## config.mk

```make
export PLATFORM = sky130hd
export DESIGN_NAME = decode_stage_flat
export DESIGN_NICKNAME = d
export VERILOG_FILES = /design/src/rtl/decode_stage_if.sv /design/src/rtl/decode_stage.sv /design/src/flat_wrapper.sv
export SDC_FILE = /design/constraint.sdc
export NUM_CORES = 1
export LEC_CHECK = 0
export CAP_MARGIN = 20
export CORE_ASPECT_RATIO = 1.25
export CORE_MARGIN = 2
export CORE_UTILIZATION = 25
export CTS_CLUSTER_SIZE = 12
export DETAILED_ROUTE_END_ITERATION = 12
export PLACE_DENSITY = 0.48
export SLEW_MARGIN = 10
export SYNTH_ARGS = -nofsm -noshare
export SYNTH_HDL_FRONTEND = slang
export SYNTH_SLANG_ARGS = --single-unit
```

## constraint.sdc

```tcl
create_clock -name clk -period 14.9 [get_ports clk]
set_input_delay 2.98 -clock clk [delete_from_list [all_inputs] [get_ports clk]]
set_output_delay 2.98 -clock clk [all_outputs]
set_load 0.02 [all_outputs]
```

## src/rtl/decode_stage_if.sv

```systemverilog
// Decode stage handshake bundle: upstream instruction/PC in, decoded head record out.
interface decode_stage_if #(
  parameter int unsigned XLEN = 32
);
  logic            in_valid;
  logic            in_ready;
  logic [31:0]     in_instr;
  logic [XLEN-1:0] in_pc;

  logic            out_valid;
  logic            out_ready;
  logic [XLEN-1:0] out_pc;
  logic [6:0]      out_opcode;
  logic [2:0]      out_func3;
  logic [6:0]      out_func7;
  logic [4:0]      out_rs1;
  logic [4:0]      out_rs2;
  logic [4:0]      out_rd;
  logic [XLEN-1:0] out_imm;
  logic [2:0]      out_fmt;
  logic            out_illegal;

  modport master (
    output in_valid, in_instr, in_pc, out_ready,
    input  in_ready, out_valid, out_pc, out_opcode, out_func3, out_func7,
           out_rs1, out_rs2, out_rd, out_imm, out_fmt, out_illegal
  );

  modport slave (
    input  in_valid, in_instr, in_pc, out_ready,
    output in_ready, out_valid, out_pc, out_opcode, out_func3, out_func7,
           out_rs1, out_rs2, out_rd, out_imm, out_fmt, out_illegal
  );
endinterface

```

## src/rtl/decode_stage.sv

```systemverilog
// RV instruction decode stage with a DEPTH-entry in-order record buffer.
// Optional feature: define DECODE_ILLEGAL_EN to flag and buffer illegal instructions.
module decode_stage #(
  parameter int unsigned XLEN  = 32,
  parameter int unsigned DEPTH = 2
) (
  input  logic         clk,
  input  logic         rst_n,
  input  logic         flush,
  decode_stage_if.slave bus
);

  localparam int unsigned PW = (DEPTH > 1) ? $clog2(DEPTH) : 1;
  localparam int unsigned CW = $clog2(DEPTH + 1);

  localparam logic [2:0] FMT_R   = 3'd0;
  localparam logic [2:0] FMT_I   = 3'd1;
  localparam logic [2:0] FMT_S   = 3'd2;
  localparam logic [2:0] FMT_B   = 3'd3;
  localparam logic [2:0] FMT_U   = 3'd4;
  localparam logic [2:0] FMT_J   = 3'd5;
  localparam logic [2:0] FMT_INV = 3'd7;

  localparam logic [6:0] OP_LUI    = 7'b0110111;
  localparam logic [6:0] OP_AUIPC  = 7'b0010111;
  localparam logic [6:0] OP_JAL    = 7'b1101111;
  localparam logic [6:0] OP_JALR   = 7'b1100111;
  localparam logic [6:0] OP_LOAD   = 7'b0000011;
  localparam logic [6:0] OP_IMM    = 7'b0010011;
  localparam logic [6:0] OP_FENCE  = 7'b0001111;
  localparam logic [6:0] OP_SYSTEM = 7'b1110011;
  localparam logic [6:0] OP_BRANCH = 7'b1100011;
  localparam logic [6:0] OP_STORE  = 7'b0100011;
  localparam logic [6:0] OP_REG    = 7'b0110011;

  typedef struct packed {
    logic [XLEN-1:0] pc;
    logic [XLEN-1:0] imm;
    logic [6:0]      opcode;
    logic [2:0]      func3;
    logic [6:0]      func7;
    logic [4:0]      rs1;
    logic [4:0]      rs2;
    logic [4:0]      rd;
    logic [2:0]      fmt;
`ifdef DECODE_ILLEGAL_EN
    logic            illegal;
`endif
  } rec_t;

  logic [CW-1:0] count_q, count_d;
  logic [PW-1:0] wr_ptr_q, rd_ptr_q;
  rec_t          mem [DEPTH];
  rec_t          rec_d;
  rec_t          out_rec;
  logic [31:0]   instr;
  logic          head_vld;
  logic          push;
  logic          pop;

  function automatic logic [XLEN-1:0] sext32(input logic [31:0] v);
    sext32 = XLEN'($signed(v));
  endfunction

  // Pointers wrap modulo DEPTH, which need not be a power of two.
  function automatic logic [PW-1:0] ptr_inc(input logic [PW-1:0] p);
    ptr_inc = (p == PW'(DEPTH - 1)) ? '0 : p + PW'(1);
  endfunction

  assign instr = bus.in_instr;

  // Combinational decode of the incoming word into a buffer record.
  always_comb begin
    rec_d        = '0;
    rec_d.pc     = bus.in_pc;
    rec_d.opcode = instr[6:0];
    rec_d.func3  = instr[14:12];
    rec_d.func7  = instr[31:25];
    rec_d.rs1    = instr[19:15];
    rec_d.rs2    = instr[24:20];
    rec_d.rd     = instr[11:7];
    case (instr[6:0])
      OP_LUI, OP_AUIPC:                                   rec_d.fmt = FMT_U;
      OP_JAL:                                             rec_d.fmt = FMT_J;
      OP_JALR, OP_LOAD, OP_IMM, OP_FENCE, OP_SYSTEM:      rec_d.fmt = FMT_I;
      OP_BRANCH:                                          rec_d.fmt = FMT_B;
      OP_STORE:                                           rec_d.fmt = FMT_S;
      OP_REG:                                             rec_d.fmt = FMT_R;
      default:                                            rec_d.fmt = FMT_INV;
    endcase
    case (rec_d.fmt)
      FMT_I:   rec_d.imm = sext32({{20{instr[31]}}, instr[31:20]});
      FMT_S:   rec_d.imm = sext32({{20{instr[31]}}, instr[31:25], instr[11:7]});
      FMT_B:   rec_d.imm = sext32({{19{instr[31]}}, instr[31], instr[7],
                                   instr[30:25], instr[11:8], 1'b0});
      FMT_U:   rec_d.imm = sext32({instr[31:12], 12'b0});
      FMT_J:   rec_d.imm = sext32({{11{instr[31]}}, instr[31], instr[19:12],
                                   instr[20], instr[30:21], 1'b0});
      default: rec_d.imm = '0;
    endcase
`ifdef DECODE_ILLEGAL_EN
    rec_d.illegal = (rec_d.fmt == FMT_INV) || (instr[1:0] != 2'b11);
`endif
  end

  // Ready reflects stored occupancy only; reset and flush block acceptance.
  assign bus.in_ready = rst_n && !flush && (count_q < CW'(DEPTH));
  assign head_vld     = rst_n && (count_q != '0);
  assign push         = bus.in_valid && bus.in_ready;
  assign pop          = head_vld && bus.out_ready && !flush;

  always_comb begin
    count_d = count_q;
    case ({push, pop})
      2'b10:   count_d = count_q + CW'(1);
      2'b01:   count_d = count_q - CW'(1);
      default: count_d = count_q;
    endcase
  end

  always_ff @(posedge clk) begin
    if (!rst_n) begin
      count_q  <= '0;
      wr_ptr_q <= '0;
      rd_ptr_q <= '0;
    end else if (flush) begin
      count_q  <= '0;
      wr_ptr_q <= '0;
      rd_ptr_q <= '0;
    end else begin
      count_q <= count_d;
      if (push) wr_ptr_q <= ptr_inc(wr_ptr_q);
      if (pop)  rd_ptr_q <= ptr_inc(rd_ptr_q);
    end
  end

  // Record storage needs no reset: occupancy masks stale entries.
  always_ff @(posedge clk) begin
    if (push) mem[wr_ptr_q] <= rec_d;
  end

  always_comb begin
    out_rec = '0;
    if (head_vld) out_rec = mem[rd_ptr_q];
  end

  assign bus.out_valid  = head_vld;
  assign bus.out_pc     = out_rec.pc;
  assign bus.out_opcode = out_rec.opcode;
  assign bus.out_func3  = out_rec.func3;
  assign bus.out_func7  = out_rec.func7;
  assign bus.out_rs1    = out_rec.rs1;
  assign bus.out_rs2    = out_rec.rs2;
  assign bus.out_rd     = out_rec.rd;
  assign bus.out_imm    = out_rec.imm;
  assign bus.out_fmt    = out_rec.fmt;
`ifdef DECODE_ILLEGAL_EN
  assign bus.out_illegal = out_rec.illegal;
`else
  assign bus.out_illegal = 1'b0;
`endif

endmodule
```

## src/flat_wrapper.sv

```systemverilog
// flat-port wrapper written by rule: the top's interface ports become plain ports
module decode_stage_flat 
#(
  parameter int unsigned XLEN  = 32,
  parameter int unsigned DEPTH = 2
)
  (clk, rst_n, flush, bus_in_valid, bus_in_instr, bus_in_pc, bus_out_ready, bus_in_ready, bus_out_valid, bus_out_pc, bus_out_opcode, bus_out_func3, bus_out_func7, bus_out_rs1, bus_out_rs2, bus_out_rd, bus_out_imm, bus_out_fmt, bus_out_illegal);
  decode_stage_if #(.XLEN(XLEN)) bus_i ();
  input  logic clk;
  input  logic rst_n;
  input  logic flush;
  input wire logic [$bits(bus_i.in_valid)-1:0] bus_in_valid;
  input wire logic [$bits(bus_i.in_instr)-1:0] bus_in_instr;
  input wire logic [$bits(bus_i.in_pc)-1:0] bus_in_pc;
  input wire logic [$bits(bus_i.out_ready)-1:0] bus_out_ready;
  output wire logic [$bits(bus_i.in_ready)-1:0] bus_in_ready;
  output wire logic [$bits(bus_i.out_valid)-1:0] bus_out_valid;
  output wire logic [$bits(bus_i.out_pc)-1:0] bus_out_pc;
  output wire logic [$bits(bus_i.out_opcode)-1:0] bus_out_opcode;
  output wire logic [$bits(bus_i.out_func3)-1:0] bus_out_func3;
  output wire logic [$bits(bus_i.out_func7)-1:0] bus_out_func7;
  output wire logic [$bits(bus_i.out_rs1)-1:0] bus_out_rs1;
  output wire logic [$bits(bus_i.out_rs2)-1:0] bus_out_rs2;
  output wire logic [$bits(bus_i.out_rd)-1:0] bus_out_rd;
  output wire logic [$bits(bus_i.out_imm)-1:0] bus_out_imm;
  output wire logic [$bits(bus_i.out_fmt)-1:0] bus_out_fmt;
  output wire logic [$bits(bus_i.out_illegal)-1:0] bus_out_illegal;
  assign bus_i.in_valid = bus_in_valid;
  assign bus_i.in_instr = bus_in_instr;
  assign bus_i.in_pc = bus_in_pc;
  assign bus_i.out_ready = bus_out_ready;
  assign bus_in_ready = bus_i.in_ready;
  assign bus_out_valid = bus_i.out_valid;
  assign bus_out_pc = bus_i.out_pc;
  assign bus_out_opcode = bus_i.out_opcode;
  assign bus_out_func3 = bus_i.out_func3;
  assign bus_out_func7 = bus_i.out_func7;
  assign bus_out_rs1 = bus_i.out_rs1;
  assign bus_out_rs2 = bus_i.out_rs2;
  assign bus_out_rd = bus_i.out_rd;
  assign bus_out_imm = bus_i.out_imm;
  assign bus_out_fmt = bus_i.out_fmt;
  assign bus_out_illegal = bus_i.out_illegal;
  decode_stage #(.XLEN(XLEN), .DEPTH(DEPTH)) u_core (.clk(clk), .rst_n(rst_n), .flush(flush), .bus(bus_i));
endmodule
```

==> results of run 1 <==
## registers in the layout, summed over array words and instances (netlist names), named ones only
signal and cells:
u_core.mem 198, u_core.count_q 2, u_core.rd_ptr_q 1, u_core.wr_ptr_q 1
## worst max path at each step
stage	from	end	slack, ns	cells past startpoint
floorplan	rst_n	u_core.mem[0][0]	6.36	3
global placement	rst_n	bus_out_func7[0]	6.43	5
detailed placement	rst_n	bus_out_func7[0]	6.40	5
CTS	rst_n	bus_out_func7[0]	6.41	5
global route	rst_n	bus_out_func7[0]	6.38	6
finish	rst_n	bus_out_func7[0]	6.61	6
## logic make-up (layout without fill, tap and decap cells)
kind of cell / count (synthesis) / after routing / synth area share
XOR/XNOR: 5 / 5 / 0.00524
multiplexers: 100 / 100 / 0.120
buffers and inverters: 37 / 220 / 0.0229
flip-flops: 203 / 203 / 0.723
AND/OR/NAND/NOR: 164 / 164 / 0.0821
other: 1 / 1 / 0.000448
AO/OA/AOI/OAI: 56 / 56 / 0.0441
adder cells (fa/ha/maj): 2 / 2 / 0.00284
## report_power, final
part | internal [µW] | switching (µW) | total (µW)
logic | 30.1 | 35.5 | 65.6
clock network | 285 | 216 | 501
registers | 636 | 2.75 | 639
## metal layers
layer  GRT usage  up-vias
met5           0        -
met4      0.0273        0
met3      0.0209       25
met2       0.213      151
met1       0.141     2459
li1            -     2431
## cell type report
class | count | area, µm²
tap | 418 | 523
clock buffer | 32 | 609
sequential | 203 | 6050
multi-input combinational | 328 | 2150
inverter | 4 | 15.0
fill | 3248 | 21700
clock inverter | 9 | 46.3
timing repair buffer | 175 | 1760
## layout by cell type (no fill, tap or decap), types with 4 or more instances in the layout
cell	count
edfxtp_1	198
o21ai_0	13
a21oi_1	19
nand2_1	32
clkinv_2	7
inv_1	4
buf_4	5
mux2i_1	100
dfxtp_1	4
clkdlybuf4s50_1	169
clkbuf_1	9
clkbuf_16	23
nor2_1	111
a22o_1	5
## worst min-delay path: cells and delay by family (launching register included)
kind | cells | cell delay, ns
xor gates and xnor gates | 1 | 0.07
DFF | 1 | 0.32
and+or+nand+nor | 1 | 0.07
## per-stage QoR
| step | util | hold slack [ns] |
|---|---|---|
| final | 0.339 | 0.504 |
| after CTS | 0.338 | 0.508 |
| after global routing | 0.339 | 0.525 |
| after floorplan | - | 0.472 |
| after global placement | 0.319 | 0.489 |
| after detailed placement | 0.319 | 0.490 |
==> key figures, run 1 <==
Routing
  – First DRT Iteration DRCs: 254
  – Drt via density: 4.33
  – Max layer used: met4
  – Antenna-violating nets left: 0
  – Met3 wire len: 1090 µm
  – Final WL: 20900 µm
  – Met2 WL post-DR: 10800 µm
  – Post-route DRC: 0
  – 1st-pass router iterations: 4
  – DR WL/cell: 17.9 µm
  – Via count: 5066
  – Met1 WL: 8600 µm

Floorplan
  – Io pins: 171
  – Initial Util: 0.255
  – Core Area: 32900 µm²
  – Die area: 35000 µm²
  – Cell Rows: 74
  – Die W: 168 µm
  – Die Height: 209 µm

Critical path
  – Worst Setup End Kind: output pin
  – Setup Crit Path Kind: input pin to output pin
  – Slack of the worst reg-to-reg path: 12.29 ns
  – Crit-path most repeated cell: clkdlybuf4s50_1
  – RR Startpoint: u_core.count_q[1]
  – Largest stage delay, worst path: 0.60 ns
  – Crit path max fanout: 65
  – Critical path's top delay family: buffers and inverters
  – Startpoint Class: input pin
  – Crit-path cells: clkdlybuf4s50_1 -> o21ai_4 -> buf_16 -> buf_4 -> nor2_1 -> clkdlybuf4s50_1
  – WP data required: 11.92 ns
  – R2r worst-path depth: 3
  – CP max-delay cell: clkdlybuf4s50_1
  – RR Endpoint: u_core.mem[1][43]
  – Worst EP arrival: 5.31 ns
  – Worst Path Buf+Inv: 4

Clock network
  – Postcts setup bufs: 0
  – Clk sinks: 203
  – Clock transition at path regs: 0.06 ns
  – H-tree levels: 1
  – CTS tree: done
  – CTS max path bufs: 3
  – CTS hold repair buffers: 0
  – Num CTS Buffers: 23
  – Root Driver: clkbuf_16
  – Post-cts sizing count: 0
  – Later-pin clock latency in the skew report: 0.50 ns

Flow run
  – Max-cap violations: 0

Finish
  – Area grow syn2layout: 33.3%
  – Final Instance Count excl. Fillers: 1169
  – Nets: 805
  – Finished layout cell area: 11200 µm²
  – Share of post-route cells with drive strength above 1: 0.0679
  – ANT cells: 0

Synth
  – Ys flop type: edfxtp_1
  – Synth warnings: 0
  – Area contributors post-synth: edfxtp_1 71%, mux2i_1 12%, nor2_1 5.0%
  – Mean Syn Cell Area: 14.7 µm²
  – Synthesized area: 8370 µm²
  – Top post-synthesis cells by count: 198 x edfxtp_1, 112 x nor2_1, 100 x mux2i_1
  – Synth top area share: 0.711
  – Synthesis-stage register bit count: 203
  – Count of different cell masters after synthesis: 47
  – Synth Net Count: 638
  – Sequential-to-total area share from yosys stat: 0.723
  – Post-Synthesis Cells: 568
  – Cell taking the most area after synthesis: edfxtp_1
  – Most common cell in the netlist: edfxtp_1
  – Asr flop ratio synth: 0
  – Post-synth EDFFs: 198

Timing
  – Final worst path period need: 8.29 ns
  – Slew Viols, Final: 0
  – Setup TNS: 0 ns
  – Skew final: 0.00947 ns
  – Slew @ Worst Pin: 1.08 ns
  – Final Hold Violating Endpoints: 0
  – Setup-failing EPs final: 0
  – Worst Setup Slack, final: 6.61 ns
  – RSZ-0062 raised after global routing: false
  – Fin crit share: 0.557
  – Slew Limit Headroom: 0.277
  – Maximum clock frequency: 121 MHz

Place
  – Post-DP HPWL: 13300 µm
  – PortBufs: 169
  – Post-Place Cells: 1127
  – Post-DP Area: 10500 µm²
  – Global placement routability congestion: 0.728
  – Post-place setup slack: 6.40 ns

Pwr
  – Leakage dissipation: 0.00340 µW
  – Pwr Density: 108 nW/µm²
  – Final Power: 1210 µW
  – Max VDD drop: 75.8 µV

Global route
  – Global-route wire length before repair: 31200 µm
  – Initial antenna violation count: 0
  – Total grt overflow: 0
  – Largest net degree at the start of global routing: 67
  – Vias in the first global route: 5239
  – GR Util All Layers: 0.116

Worst hold path
  – Worst hold path cell count: 2
  – Worst Hold Launch: u_core.rd_ptr_q
  – Min-delay worst type: flop to flop

Outcome
  – Status: completed
(Power assumes the default switching activity.)
==> run 2: changes to the inputs <==
==> constraint.sdc (replaced) <==
create_clock -name clk -period 7.95 [get_ports clk]
set_input_delay 1.59 -clock clk [delete_from_list [all_inputs] [get_ports clk]]
set_output_delay 1.59 -clock clk [all_outputs]
set_load 0.02 [all_outputs]
==> key figures, run 2 (synthesis gave the netlist of run 1 again) <==
Finish
  – Nets: 806
  – Reg with most FFs: u_core.mem
  – Leading cell type in the layout, fill and taps excluded: edfxtp_1
  – Most frequent cells in the layout: 198 x edfxtp_1, 169 x clkdlybuf4s50_1, 111 x nor2_1, 100 x mux2i_1, 32 x nand2_1
  – Top Registers: u_core.mem x198, u_core.count_q x2
  – ANT cells: 0
  – Area grow syn2layout: 34.7%
  – Max reg flops: 198
  – Share of post-route cells with drive strength above 1: 0.0745

Global route
  – Vias in the first global route: 5091
  – GR Util All Layers: 0.115
  – Initial antenna violation count: 0
  – Largest net degree at the start of global routing: 73
  – Global-route wire length before repair: 30600 µm
  – Total grt overflow: 0

Floorplan
  – Cell Rows: 74
  – Die area: 35000 µm²
  – Die W: 168 µm
  – Core Area: 32900 µm²
  – Die Height: 209 µm
  – Io pins: 171
  – Initial Util: 0.255

Worst hold path
  – Min-delay worst type: flop to flop
  – Worst Hold Launch: u_core.rd_ptr_q
  – Worst hold path cell count: 2

Routing
  – Final WL: 20600 µm
  – Post-route DRC: 0
  – Drt via density: 4.26
  – 1st-pass router iterations: 4
  – First DRT Iteration DRCs: 215
  – Antenna-violating nets left: 0
  – Via count: 4990
  – DR WL/cell: 17.6 µm

Clock network
  – Root Driver: clkbuf_16
  – CTS tree: done
  – Num CTS Buffers: 24
  – Clock transition at path regs: 0.06 ns
  – Postcts setup bufs: 0
  – H-tree levels: 1
  – Clk sinks: 203
  – Later-pin clock latency in the skew report: 0.51 ns
  – Post-cts sizing count: 0
  – CTS max path bufs: 3
  – CTS hold repair buffers: 0

Critical path
  – Worst EP arrival: 3.62 ns
  – Setup Crit Path Kind: input pin to output pin
  – WP data required: 6.36 ns
  – Crit-path cells: clkdlybuf4s50_1 -> o21ai_4 -> buf_4 -> nor2_1 -> clkdlybuf4s50_1
  – Largest stage delay, worst path: 0.65 ns
  – Crit path max fanout: 44
  – RR Startpoint: u_core.count_q[1]
  – Crit-path most repeated cell: clkdlybuf4s50_1
  – Worst Setup End Kind: output pin
  – CP max-delay cell: clkdlybuf4s50_1
  – Slack of the worst reg-to-reg path: 5.30 ns
  – RR Endpoint: u_core.mem[1][21]
  – R2r worst-path depth: 3
  – Startpoint Class: input pin

Pwr
  – Clock share of power: 0.450
  – Net Sw Power: 486 µW
  – Pwr Density: 213 nW/µm²
  – Switch share: 0.202
  – Max VDD drop: 136 µV
  – Cell internal pwr: 1920 µW
  – Combinational cell fraction of total power: 0.051
  – Leakage dissipation: 0.00346 µW
  – Seq pwr share: 0.499

Place
  – Global placement routability congestion: 0.723
  – Post-DP HPWL: 13300 µm
  – Post-place setup slack: 2.70 ns
  – PortBufs: 169

Timing
  – Setup TNS: 0 ns
  – RSZ-0062 raised after global routing: false
  – Final worst path period need: 5.21 ns
  – Slew @ Worst Pin: 1.12 ns
  – Slew Viols, Final: 0
  – Skew final: 0.00472 ns
  – Setup-failing EPs final: 0
  – Slew Limit Headroom: 0.251
  – Maximum clock frequency: 192 MHz
  – Final Hold Violating Endpoints: 0
  – Worst Setup Slack, final: 2.74 ns
  – Fin crit share: 0.655

Outcome
  – Status: completed

Flow run
  – Max-cap violations: 0
==> run 2: changes by cell type in the layout (fill, tap and decap cells not counted) <==
cell / before / now
clkbuf_1: 9 / 3
buf_16: 1 / 0
clkinvlp_4: 1 / 2
clkinv_2: 7 / 6
bufinv_16: 0 / 3
buf_12: 0 / 1
clkinv_1: 1 / 3
clkbuf_16: 23 / 25
==> run 2: stage by stage <==
step           cells  power [µW]  instance area [µm²]  hold slack [ns]  utilization
6_report        1170        2400                11300            0.505        0.343
5_1_grt         1170        2490                11300            0.564        0.343
4_1_cts         1170        2440                11300            0.508        0.343
3_5_place_dp    1128        1350                10500            0.489        0.319
3_3_place_gp    1128        1350                10500            0.486        0.319
2_1_floorplan    568        1280                 8370            0.472            -
==> run 2: worst max-delay path: cells and delay by family <==
kind / cells / cell delay [ns]
AOI/OAI and AO/OA: 1 / 0.21
and+or+nand+nor: 1 / 0.27
buffers and inverters: 3 / 1.53
==> run 2: worst max path at each step <==
stage,startpoint,end,slack [ns],cells past startpoint
final,rst_n,bus_out_imm[22],2.74,5
after global routing,rst_n,bus_out_imm[22],2.59,5
after CTS,rst_n,bus_out_imm[22],2.70,5
after detailed placement,rst_n,bus_out_imm[22],2.70,5
after global placement,rst_n,bus_out_imm[21],2.73,5
after floorplan,rst_n,u_core.mem[0][0],0.80,3
==> run 2: layer usage <==
layer  GRT usage  up-vias  share of wire
met5           0        -              0
met3      0.0234       20          0.052
met2       0.210      130           0.52
met1       0.138     2416           0.41
li1            -     2424              -
met4      0.0270        0          0.013
==> run 2: layout make-up <==
cell class | instances | area [µm²]
fill | 3224 | 21600
timing repair buffer | 175 | 1750
sequential | 203 | 6050
tap | 418 | 523
inverter | 4 | 15.0
multi-input combinational | 328 | 2150
clock buffer | 28 | 637
clock inverter | 14 | 146
==> run 2: power by group through the flow <==
stage / Combinational (µW) / Clock (µW) / Sequential, µW
finish: 123 / 1080 / 1200
global route: 134 / 1160 / 1200
global placement: 126 / 0 / 1220
detailed placement: 126 / 0 / 1220
floorplan: 53.8 / 0 / 1220
CTS: 126 / 1120 / 1200
==> run 3: changes to the inputs <==
==> constraint.sdc (replaced) <==
create_clock -name clk -period 5.2 [get_ports clk]
set_input_delay 1.04 -clock clk [delete_from_list [all_inputs] [get_ports clk]]
set_output_delay 1.04 -clock clk [all_outputs]
set_load 0.02 [all_outputs]
==> key figures, run 3 (synthesis gave the netlist of run 1 again) <==
Clock network
  – CTS max path bufs: 3
  – Clock transition at path regs: 0.05 ns
  – Later-pin clock latency in the skew report: 0.51 ns
  – H-tree levels: 1
  – Post-cts sizing count: 0
  – CTS hold repair buffers: 0
  – CTS tree: done
  – Root Driver: clkbuf_16
  – Postcts setup bufs: 0
  – Clk sinks: 203
  – Num CTS Buffers: 24

Finish
  – Reg with most FFs: u_core.mem
  – Most frequent cells in the layout: 198 x edfxtp_1, 169 x clkdlybuf4s50_1, 111 x nor2_1, 100 x mux2i_1, 32 x nand2_1
  – Area grow syn2layout: 34.4%
  – Core Util, Final: 0.342
  – Nets: 808
  – Final Instance Count excl. Fillers: 1170
  – Leading cell type in the layout, fill and taps excluded: edfxtp_1
  – Top Registers: u_core.mem x198, u_core.count_q x2
  – ANT cells: 0
  – Max reg flops: 198
  – Share of post-route cells with drive strength above 1: 0.0678

Routing
  – Via count: 5051
  – Final WL: 20700 µm
  – 1st-pass router iterations: 6
  – Post-route DRC: 0
  – First DRT Iteration DRCs: 218
  – Drt via density: 4.32
  – DR WL/cell: 17.7 µm
  – Antenna-violating nets left: 0

Floorplan
  – Die Height: 209 µm
  – Initial Util: 0.255
  – Core Area: 32900 µm²
  – Cell Rows: 74
  – Die area: 35000 µm²
  – Die W: 168 µm
  – Io pins: 171

Global route
  – Initial antenna violation count: 0
  – Largest net degree at the start of global routing: 61
  – GR Util All Layers: 0.115
  – Total grt overflow: 0
  – Vias in the first global route: 5185
  – Global-route wire length before repair: 31000 µm

Worst hold path
  – Worst hold path cell count: 2
  – Min-delay worst type: flop to flop
  – Worst Hold Launch: u_core.rd_ptr_q
  – Hold endpoint: u_core.rd_ptr_q

Critical path
  – R2r worst-path depth: 3
  – Slack of the worst reg-to-reg path: 2.99 ns
  – Largest stage delay, worst path: 0.63 ns
  – Startpoint Class: input pin
  – Crit-path most repeated cell: clkdlybuf4s50_1
  – Critical path's top delay family: buffers and inverters
  – RR Startpoint: u_core.count_q[1]
  – CP max-delay cell: clkdlybuf4s50_1
  – Crit-path cells: clkdlybuf4s50_1 -> o21ai_4 -> buf_4 -> nor2_1 -> clkdlybuf4s50_1
  – Crit path max fanout: 31
  – Worst Path Buf+Inv: 3
  – WP data required: 4.16 ns
  – Setup Crit Path Kind: input pin to output pin
  – Worst Setup End Kind: output pin
  – Worst EP arrival: 2.98 ns
  – RR Endpoint: u_core.mem[1][34]

Timing
  – Slew @ Worst Pin: 0.921 ns
  – Skew final: 0.00597 ns
  – Final Hold Violating Endpoints: 0
  – Final worst path period need: 4.02 ns
  – Fin Hold WS: 0.509 ns
  – Worst Setup Slack, final: 1.18 ns
  – RSZ-0062 raised after global routing: false
  – Slew Viols, Final: 0
  – Setup TNS: 0 ns
  – Maximum clock frequency: 249 MHz
  – Setup-failing EPs final: 0
  – Slew Limit Headroom: 0.384
  – Fin crit share: 0.774

Outcome
  – Status: completed

Pwr
  – Max VDD drop: 150 µV
  – Pwr Density: 317 nW/µm²
  – Leakage dissipation: 0.00344 µW

Place
  – Post-Place Cells: 1130
  – Post-place setup slack: 1.15 ns
  – PortBufs: 169
  – Global placement routability congestion: 0.721
  – Post-DP HPWL: 13400 µm

Flow run
  – Max-cap violations: 0
## run 3: cell types whose count changed in the layout (fill, tap and decap cells not counted)
cell        change
clkinvlp_4      -2
clkinv_2        -3
clkbuf_1        +4
clkinv_1        +1
buf_12          +2
bufinv_16       -2
## run 3: through the flow
step | instance area, µm² | total power [µW]
3_3_place_gp | 10500 | 2050
3_5_place_dp | 10500 | 2060
4_1_cts | 11200 | 3630
5_1_grt | 11200 | 3700
2_1_floorplan | 8370 | 1950
6_report | 11200 | 3560
## run 3: layout make-up
type | instances | area, µm²
well taps | 418 | 523
inverters | 4 | 15.0
clock buffers | 32 | 652
fillers | 3234 | 21600
repair buffers | 177 | 1790
clock inverters | 8 | 60.1
multi-input cells | 328 | 2150
flip-flops and latches | 203 | 6050
## run 3: metal layers
layer  GRT usage  routed length (µm)  vias to the layer above
met2       0.210               10800                      139
met3      0.0205                 909                       35
met4      0.0381                 427                        0
met5           0                   0                        -
li1            -                   -                     2428
met1       0.137                8500                     2449
## run 3: worst max-delay path by stage
| stage | cells after the start | endpoint | startpoint | slack, ns |
|---|---|---|---|---|
| floorplan | 3 | u_core.mem[0][0] | rst_n | 0.26 |
| detailed placement | 5 | bus_out_imm[20] | rst_n | 1.15 |
| global route | 5 | bus_out_imm[5] | rst_n | 1.05 |
| CTS | 5 | bus_out_imm[20] | rst_n | 1.14 |
| global placement | 5 | bus_out_imm[20] | rst_n | 1.12 |
| finish | 5 | bus_out_imm[20] | rst_n | 1.18 |
## run 3: worst min-delay path: stages, from the launching register on
cell and delay [ns]:
dfxtp_1 0.32, xor2_1 0.08, nor2_1 0.07
## run 3: report_power, final
group,internal [µW],total [µW],switching [µW]
combinational,86.3,186,100
clock,918,1540,625
sequential,1820,1830,7.32
total,2830,3560,733
